### config.mk
export PLATFORM = sky130hd
export DESIGN_NAME = fetch_stage
export DESIGN_NICKNAME = d
export VERILOG_FILES = /design/src/rtl/fetch_stage.sv
export SDC_FILE = /design/constraint.sdc
export NUM_CORES = 1
export LEC_CHECK = 0
export ABC_CLOCK_PERIOD_IN_PS = 2600
export BUFFER_PORTS_ARGS = -buffer_cell sky130_fd_sc_hd__buf_4
export CORE_UTILIZATION = 50
export CTS_CLUSTER_DIAMETER = 100
export DETAILED_ROUTE_END_ITERATION = 12
export GPL_TIMING_DRIVEN = 0
export PLACE_DENSITY = 0.78
export SKIP_LAST_GASP = 1
export SYNTH_ARGS = -nofsm -noshare
export SYNTH_HDL_FRONTEND = slang
export SYNTH_SLANG_ARGS = --single-unit
### constraint.sdc
create_clock -name clk -period 2.6 [get_ports clk]
set_input_delay 0.26 -clock clk [delete_from_list [all_inputs] [get_ports clk]]
set_output_delay 0.26 -clock clk [all_outputs]
set_load 0.01 [all_outputs]
### src/rtl/fetch_stage.sv
// Purpose : RV32I instruction-fetch stage; owns PCF and the IF/ID pipeline register.
// Latency : 1 cycle fetch-to-decode (word at PCF in cycle n is in instrD in cycle n+1).
// Backpr. : stall holds PCF and IF/ID; redirect overrides stall; flush bubbles IF/ID only.
//
// Ports:
//   clk, rst             clock, synchronous active-low reset
//   stall, flush         hazard-unit hold / bubble requests
//   redirect, redirect_pc execute-stage taken branch/jump and its target (bit 0 forced 0)
//   imem_addr            instruction memory address (= PCF, registered)
//   imem_rdata           combinational instruction read data for imem_addr
//   instrD, PCD,         decode-stage instruction, its PC, and PC+4 link value
//   PCPlus4D, validD     validD=0 marks a bubble (reset, flush or redirect)

module fetch_stage #(
  parameter int                    DATA_WIDTH = 32,
  parameter logic [DATA_WIDTH-1:0] RESET_PC   = 32'hBFC0_0000,
  parameter logic [DATA_WIDTH-1:0] NOP_INSTR  = 32'h0000_0013
) (
  input  logic                  clk,
  input  logic                  rst,
  input  logic                  stall,
  input  logic                  flush,
  input  logic                  redirect,
  input  logic [DATA_WIDTH-1:0] redirect_pc,
  output logic [DATA_WIDTH-1:0] imem_addr,
  input  logic [DATA_WIDTH-1:0] imem_rdata,
  output logic [DATA_WIDTH-1:0] instrD,
  output logic [DATA_WIDTH-1:0] PCD,
  output logic [DATA_WIDTH-1:0] PCPlus4D,
  output logic                  validD
);

  // ---------------------------------------------------------------------------
  // Fetch-side state
  // ---------------------------------------------------------------------------
  logic [DATA_WIDTH-1:0] pcf;
  logic [DATA_WIDTH-1:0] pc_plus4_f;
  logic [DATA_WIDTH-1:0] redirect_target;

  // Next-state values for every register, resolved combinationally so the
  // sequential block only has to deal with reset.
  logic [DATA_WIDTH-1:0] pcf_nxt;
  logic [DATA_WIDTH-1:0] instr_d_nxt;
  logic [DATA_WIDTH-1:0] pc_d_nxt;
  logic [DATA_WIDTH-1:0] pc_plus4_d_nxt;
  logic                  valid_d_nxt;

  // Plain modulo-2^W add: 0xFFFF_FFFC + 4 wraps to 0 by truncation.
  assign pc_plus4_f = pcf + DATA_WIDTH'(4);

  // Bit 0 is cleared so JALR targets are halfword-aligned; bit 1 passes
  // through untouched because misaligned fetch is not trapped here.
  assign redirect_target = {redirect_pc[DATA_WIDTH-1:1], 1'b0};

  // Memory address is straight from the PC register: no input reaches an
  // output combinationally.
  assign imem_addr = pcf;

  // ---------------------------------------------------------------------------
  // PC next-state: redirect > stall > sequential
  // ---------------------------------------------------------------------------
  always_comb begin
    pcf_nxt = pc_plus4_f;
    if (redirect) begin
      pcf_nxt = redirect_target;
    end else if (stall) begin
      pcf_nxt = pcf;
    end
  end

  // ---------------------------------------------------------------------------
  // IF/ID next-state: (redirect | flush) > stall > capture
  // ---------------------------------------------------------------------------
  // A redirect squashes whatever sits in fetch even when stall is asserted:
  // the branch in execute is older than the stalled instruction, so that
  // instruction is on the wrong path and must not reach decode.
  // On a bubble, PCD/PCPlus4D keep their old values; only validD/instrD
  // describe the bubble, which avoids needless toggling of the PC fields.
  always_comb begin
    instr_d_nxt    = imem_rdata;
    pc_d_nxt       = pcf;
    pc_plus4_d_nxt = pc_plus4_f;
    valid_d_nxt    = 1'b1;
    if (redirect || flush) begin
      instr_d_nxt    = NOP_INSTR;
      pc_d_nxt       = PCD;
      pc_plus4_d_nxt = PCPlus4D;
      valid_d_nxt    = 1'b0;
    end else if (stall) begin
      instr_d_nxt    = instrD;
      pc_d_nxt       = PCD;
      pc_plus4_d_nxt = PCPlus4D;
      valid_d_nxt    = validD;
    end
  end

  // ---------------------------------------------------------------------------
  // State registers; reset wins over every other request on the same edge.
  // ---------------------------------------------------------------------------
  always_ff @(posedge clk) begin
    if (!rst) begin
      pcf      <= RESET_PC;
      instrD   <= NOP_INSTR;
      PCD      <= '0;
      PCPlus4D <= '0;
      validD   <= 1'b0;
    end else begin
      pcf      <= pcf_nxt;
      instrD   <= instr_d_nxt;
      PCD      <= pc_d_nxt;
      PCPlus4D <= pc_plus4_d_nxt;
      validD   <= valid_d_nxt;
    end
  end

endmodule

==> results of run 1 <==
## cells in the final DEF (no fill, tap or decap), types with 3 or more instances in the layout
cell and count:
a211oi_1 7, a21oi_1 77, and3_1 3, buf_2 10
buf_4 198, bufinv_16 3, clkbuf_1 33, clkbuf_16 16
clkbuf_8 13, clkinv_2 4, conb_1 3, dfxtp_1 125
dlygate4sd3_1 48, inv_1 5, mux2i_1 36, nand2_1 85
nand3_1 15, nand4_1 15, nor2_1 76, nor3_1 11
nor3_2 3, nor4_1 6, o21ai_0 36, o31ai_1 3
or3_1 3, xnor2_1 29, xor2_1 18
## sequential cells by signal, indices dropped and copies added (netlist names)
name,cells
PCD,31
imem_addr,31
validD,1
instrD,32
PCPlus4D,30
## critical path, delay by kind of cell, from the launching register on
kind	cells	cell delay, ns
simple gates	4	1.07
buf+inv	1	0.18
fa+ha+maj	1	0.31
compound gates	1	0.29
flops	1	0.50
## cells by family after synthesis
family                     Yosys count  share of synthesized area
and+or+nand+nor                    236                      0.203
AOI/OAI and AO/OA                  136                      0.136
DFF                                125                      0.449
buffers and inverters               67                     0.0711
xor gates and xnor gates            47                     0.0738
muxes                               36                     0.0646
adders and majority gates            1                    0.00224
other                                1                   0.000672
## report_power, final
| group | switching (mW) | internal (mW) | total [mW] | leakage (nW) |
|---|---|---|---|---|
| registers | 0.0836 | 2.00 | 2.08 | 1.02 |
| logic | 0.326 | 0.341 | 0.667 | 2.17 |
| clock network | 0.827 | 1.55 | 2.38 | 0.295 |
| total | 1.24 | 3.89 | 5.12 | 3.49 |
## through the flow
stage	hold WS [ns]	util	worst slack, ns
after detailed placement	0.449	0.664	0.226
after global routing	0.0198	0.762	0.0899
final	0.0130	0.762	0.152
after floorplan	0.400	-	0.692
after CTS	0.00100	0.762	0.203
after global placement	0.438	0.664	0.246
## routing by layer
metal	track usage	vias up	part of all wire
met5	0	-	0
li1	-	2732	-
met2	0.581	289	0.49
met1	0.405	2743	0.41
met4	0.126	0	0.020
met3	0.0829	36	0.075
## layout make-up
class                           count  area [sq um]  area share
Inverter                            7          26.3     0.00318
Buffer                             60           370      0.0448
Tap cell                          140           175      0.0212
Clock inverter                      7           110      0.0133
Clock buffer                       24           480      0.0581
Sequential cell                   125          2500       0.303
Timing Repair Buffer              239          1910       0.232
Multi-Input combinational cell    459          2690       0.325
## worst paths after layout
path | startpoint | to | slack [ns] | depth (start not counted)
setup / recovery | imem_addr[2]$_SDFFE_PN0P_ | imem_addr[24]$_SDFFE_PN1P_ | 0.15 | 7
hold / removal | redirect_pc[7] | imem_addr[7]$_SDFFE_PN0P_ | 0.01 | 3
setup reg to reg | imem_addr[2]$_SDFFE_PN0P_ | imem_addr[24]$_SDFFE_PN1P_ | 0.15 | 7
hold reg to reg | PCD[27]$_SDFFE_PN0P_ | PCD[27]$_SDFFE_PN0P_ | 0.46 | 2
==> summary.md, run 1 <==
| Metric | Value |
|---|---|
| N_diodes | 0 |
| CTS H-tree depth | 4 |
| Final Hold Vio Count | 0 |
| Post-synth top cells | 125 x dfxtp_1, 85 x nand2_1, 77 x a21oi_1 |
| IO Port Bufs | 191 |
| Avg Inst Size Synth | 8.59 sq um |
| Post-synth EDFFs | 0 |
| Post-Layout Cell Count | 1,061 |
| Most instantiated library cell after synthesis | dfxtp_1 |
| Initial antenna violation count | 0 |
| Die Ht | about 110 um |
| Post-synth top area share | 0.449 |
| CTS Buffer Depth | 2 |
| Sequential area share after synthesis | 0.449 |
| Main synth FF type | dfxtp_1 |
| Critical-path top delay cell | dfxtp_1 |
| Placed insts | roughly 1,000 |
| Maximum vdd ir drop | 0.455 mV |
| Routed WL | 19,200 um |
| Cell Area, Synth | 0.00558 sq mm |
| Routed vias/inst | between 5 and 6 |
| Final period util | 0.942 |
| Largest area contributor in the netlist | dfxtp_1 |
| First-pass GRT wire length | 29,600 um |
| Fillcell total | a little under 800 |
| CTS Root Cell | clkbuf_8 |
| Routed Antenna Nets | 0 |
| Wire length per cell | around 18 um |
| Synthesis-to-finish area growth | 48.2% |
| Initial drt markers | about 500 |
| Post-CTS resize count | 0 |
| Hold-fix buffers, CTS | 48 |
| Fraction of layout cells with a size suffix above 1 | 0.287 |
| Via count of the first global-routing pass | 5,773 |
| Skew final | roughly 0.0077 ns |
| Crit-path cells | ha_1 > nand4b_1 > or2_0 > clkbuf_1 > nor4_1 > nor4_1 > a311oi_1 |
| Worst slew pin tran | approximately 0.75 ns |
| Hold Crit Class | in -> reg |
| Critical path type | reg -> reg |
| Worst-skew pair later-pin latency | between 0.5 and 0.6 ns |
| Pleak | between 3 and 4 nW |
| Async SR Flop Fraction | 0 |
| Clk slew on worst S/H paths | about 0.06 ns |
| Finished Cell Area | around 0.0083 sq mm |
| Synth cell types | 51 |
| Placed cell areas | around 0.0072 sq mm |
| Grt ovf | 0 |
| Crit-path max FO | 8 |
| RSZ-0062 raised after global routing | no |
| Cell Pwr Density | between 600 and 700 mW/mm^2 |
| Final TNS setup | 0 ns |
| Global Route Usage Sum | 0.338 |
| Tmin final | roughly 2.4 ns |
| Seq cells post-synth | 125 |
| Num rows | 38 |
| Clock sink count | between 100 and 150 |
| Fin. max-slew vios | 0 |
| # IOs | 198 |
| Total CTS buffers | 17 |
| Post-DP HPWL | approximately 13,000 um |
| Die Span X | between 100 and 150 um |
| Largest net degree at the start of global routing | 17 |
| Status | complete, no violations |
| Initial Utilization | 0.514 |
| Setup Fix Bufs, Post-CTS | 0 |
| Synth Instances | between 600 and 700 |
| # DRC | 0 |
| CTS tree | done |
| CORE AREA | about 0.011 sq mm |
| CP endpoint kind | flip-flop |
| DR vias | 5,800 |
| Slew headroom | 0.493 |
| Top cells by area, synth | dfxtp_1 45%, a21oi_1 6.9%, mux2i_1 6.5% |
| Startpoint types | flip-flop |
| Worst EP required | about 3 ns |
| Total of max-cap violations | 0 |
| Synth warn | 0 |
| TritonRoute pass-1 iters | 5 |
| Final Power | between 5 and 6 mW |
| Gpl congestion | 0.920 |
| Crit path largest cell delay | 0.50 ns |
| Nets | between 900 and 1,000 |
| # setup viols final | 0 |
| Total die area | 0.0116 sq mm |
| Fmax | between 400 and 500 MHz |
| Most used cell, CP | nor4_1 |
| WP data arrival | 2.88 ns |
(Power assumes the default switching activity.)
==> inputs of run 2 (changes only) <==
ABC_CLOCK_PERIOD_IN_PS = 2120   (was 2600)
CORE_UTILIZATION = 45   (was 50)
PLACE_DENSITY = 0.74   (was 0.78)
clock period = 2.12 ns   (was 2.6 ns; I/O delays follow)
==> run 2 against run 1 <==
Effect of this change: critical path depth down 1; critical endpoint is now imem_addr[25]$_SDFFE_PN1P_; final cell count is 1.7% lower; non-clock buffer count down 46; highest routed layer unchanged; die area increased by 11%; largest power group unchanged; critical path type unchanged; sequential power increased by 23%; sequential cell count unchanged; clock-buffer cell count is the same; worst setup slack got worse by 0.059 ns; clock skew decreased by 0.0025 ns.
==> summary.md, run 2 (synthesized netlist as in run 1, its figures left out) <==
| Metric | Value |
|---|---|
| Status | complete, no violations |
| Pleak | 3.31 nW |
| TritonRoute pass-1 iters | 4 |
| Worst slew pin tran | between 0.7 and 0.8 ns |
| Reg2Reg Depth | 6 |
| CORE AREA | 0.0121 sq mm |
| Synthesis-to-finish area growth | 41.1% |
| Die Ht | roughly 110 um |
| Placed cell areas | 0.00723 sq mm |
| # IOs | a little under 200 |
| Clk slew on worst S/H paths | 0.05 ns |
| Largest net degree at the start of global routing | 17 |
| # DRC | 0 |
| CTS tree | done |
| RSZ-0062 raised after global routing | yes |
| CTS Buffer Depth | 2 |
| Wire length per cell | 17.0 um |
| Gpl congestion | a little under 0.9 |
| Routed WL | 17,700 um |
| Nets | 933 |
| Reg2reg start | imem_addr[4]$_SDFFE_PN0P_ |
| Hold EP | instrD[7]$_SDFFE_PP0N_ |
| Finished Cell Area | between 0.007 and 0.008 sq mm |
| Skew final | ~0.0052 ns |
| CP endpoint kind | flip-flop |
| CTS Root Cell | clkbuf_16 |
| CP top delay family | simple AND/OR/NAND/NOR gates |
| Fillcell total | around 1,000 |
| Crit-path max FO | 10 |
| Fraction of layout cells with a size suffix above 1 | 0.313 |
| Routed Antenna Nets | 0 |
| First-pass GRT wire length | between 20,000 and 30,000 um |
| Via count of the first global-routing pass | between 5,000 and 6,000 |
| Clock sink count | approximately 130 |
| Hold-fix buffers, CTS | 0 |
| Crit-path cells | buf_2 > nand4_1 > nor3_1 > nand3_1 > xor2_1 > o211ai_1 |
| Hold WS | 0.0281 ns |
| Commonest non-fill, non-tap cell in the layout | buf_4 |
| Hold depth | 3 |
| Final Hold Vio Count | 0 |
| Startpoint types | flip-flop |
| Top reg by flops | instrD |
| Total die area | roughly 0.013 sq mm |
| Total of max-cap violations | 0 |
| Final Power | approximately 6.2 mW |
| Tmin final | roughly 2 ns |
| Crit path largest cell delay | roughly 0.6 ns |
| Die Span X | approximately 110 um |
| DR vias | 5,479 |
| R2R Setup Slk | a little over 0.09 ns |
| Max reg flops | 32 |
| Worst EP required | between 2 and 2.5 ns |
| Routed vias/inst | roughly 5.3 |
| Initial antenna violation count | 0 |
| Fmax | 493 MHz |
| Cell Pwr Density | 782 mW/mm^2 |
| N_diodes | 0 |
| Most frequent cells in the layout | 200 x buf_4, 123 x dfxtp_1, 85 x nand2_1 |
| Final period util | 0.956 |
| Buffers and inverters on the worst path | 1 |
| Initial Utilization | 0.462 |
| Global Route Usage Sum | 0.278 |
| WP data arrival | approximately 2.4 ns |
| Critical-path top delay cell | nor3_1 |
| # setup viols final | 0 |
| Initial drt markers | roughly 410 |
| Hold path startpoint | imem_rdata[7] |
| Num rows | 40 |
| Critical path type | reg -> reg |
| Maximum vdd ir drop | about 0.55 mV |
| IO Port Bufs | between 150 and 200 |
| Worst-skew pair later-pin latency | 0.41 ns |
| Fin. max-slew vios | 0 |
| Slew headroom | 0.512 |
| Hold Crit Class | in -> reg |
| Grt ovf | 0 |
| Total CTS buffers | 17 |
| CTS H-tree depth | 4 |
| Post-DP HPWL | roughly 13,000 um |
| R2r endpoint | imem_addr[25]$_SDFFE_PN1P_ |
==> run 2: cell count changes in the layout (fill, tap and decap cells not counted), moves of 2 or more <==
cell           previous run  this run
buf_4                   198       200
dfxtp_1                 125       123
dfxtp_2                   0         2
dlygate4sd3_1            48         0
nor4_1                    6         3
nor4_2                    1         3
==> run 2: tightest hold or removal path, stage by stage <==
cell and delay, ns:
buf_4 0.07, mux2i_1 0.05, nor2_1 0.07
==> run 2: area by class of cell <==
class | instances | area, sq um | share of cell area
multi-input combinational | 459 | 2720 | 0.346
sequential | 125 | 2500 | 0.318
timing repair buffer | 193 | 1450 | 0.184
clock buffer | 24 | 502 | 0.0638
buffer | 60 | 370 | 0.0471
tap | 168 | 210 | 0.0267
clock inverter | 7 | 85.1 | 0.0108
inverter | 7 | 26.3 | 0.00334
==> run 2: metrics by stage <==
stage | instances | worst slack, ns | util | TNS, ns
final | 1043 | 0.0927 | 0.652 | 0
after global routing | 1043 | -0.0185 | 0.652 | -0.0185
after CTS | 1042 | 0.0225 | 0.649 | 0
after detailed placement | 1010 | -0.287 | 0.599 | -6.00
after global placement | 1010 | -0.245 | 0.599 | -5.05
after floorplan | 651 | 0.212 | - | 0
==> run 2: timing repair <==
| item | CTS | global route |
|---|---|---|
| setup endpoints to repair | 2 | 18 |
| resized for setup | 1 | 7 |
| buffers inserted | 1 | 1 |
| gates cloned | 0 | 0 |
| pin swaps | 1 | 1 |
==> run 2: worst max path at each step <==
stage,startpoint,endpoint,slack (ns),cells past startpoint
2_1_floorplan,imem_addr[2]$_SDFFE_PN0P_,imem_addr[24]$_SDFFE_PN1P_,0.21,7
3_3_place_gp,redirect,PCPlus4D[24]$_SDFFE_PN0P_,-0.25,5
3_5_place_dp,redirect,PCPlus4D[19]$_SDFFE_PN0P_,-0.29,5
4_1_cts,imem_addr[2]$_SDFFE_PN0P_,PCPlus4D[28]$_SDFFE_PN0P_,0.02,6
5_1_grt,imem_addr[18]$_SDFFE_PN0P_,imem_addr[28]$_SDFFE_PN1P_,-0.02,6
6_report,imem_addr[4]$_SDFFE_PN0P_,imem_addr[25]$_SDFFE_PN1P_,0.09,6
==> run 2: metal layers <==
metal,global-route usage,part of all wire
met5,0,0
met1,0.344,0.43
met3,0.0750,0.071
met4,0.110,0.018
met2,0.459,0.48
==> run 2: power by group <==
group          internal [mW]  leakage [nW]  switching, mW
sequential              2.45          1.02         0.0968
clock                   1.87         0.296           1.00
combinational          0.361          2.00          0.376
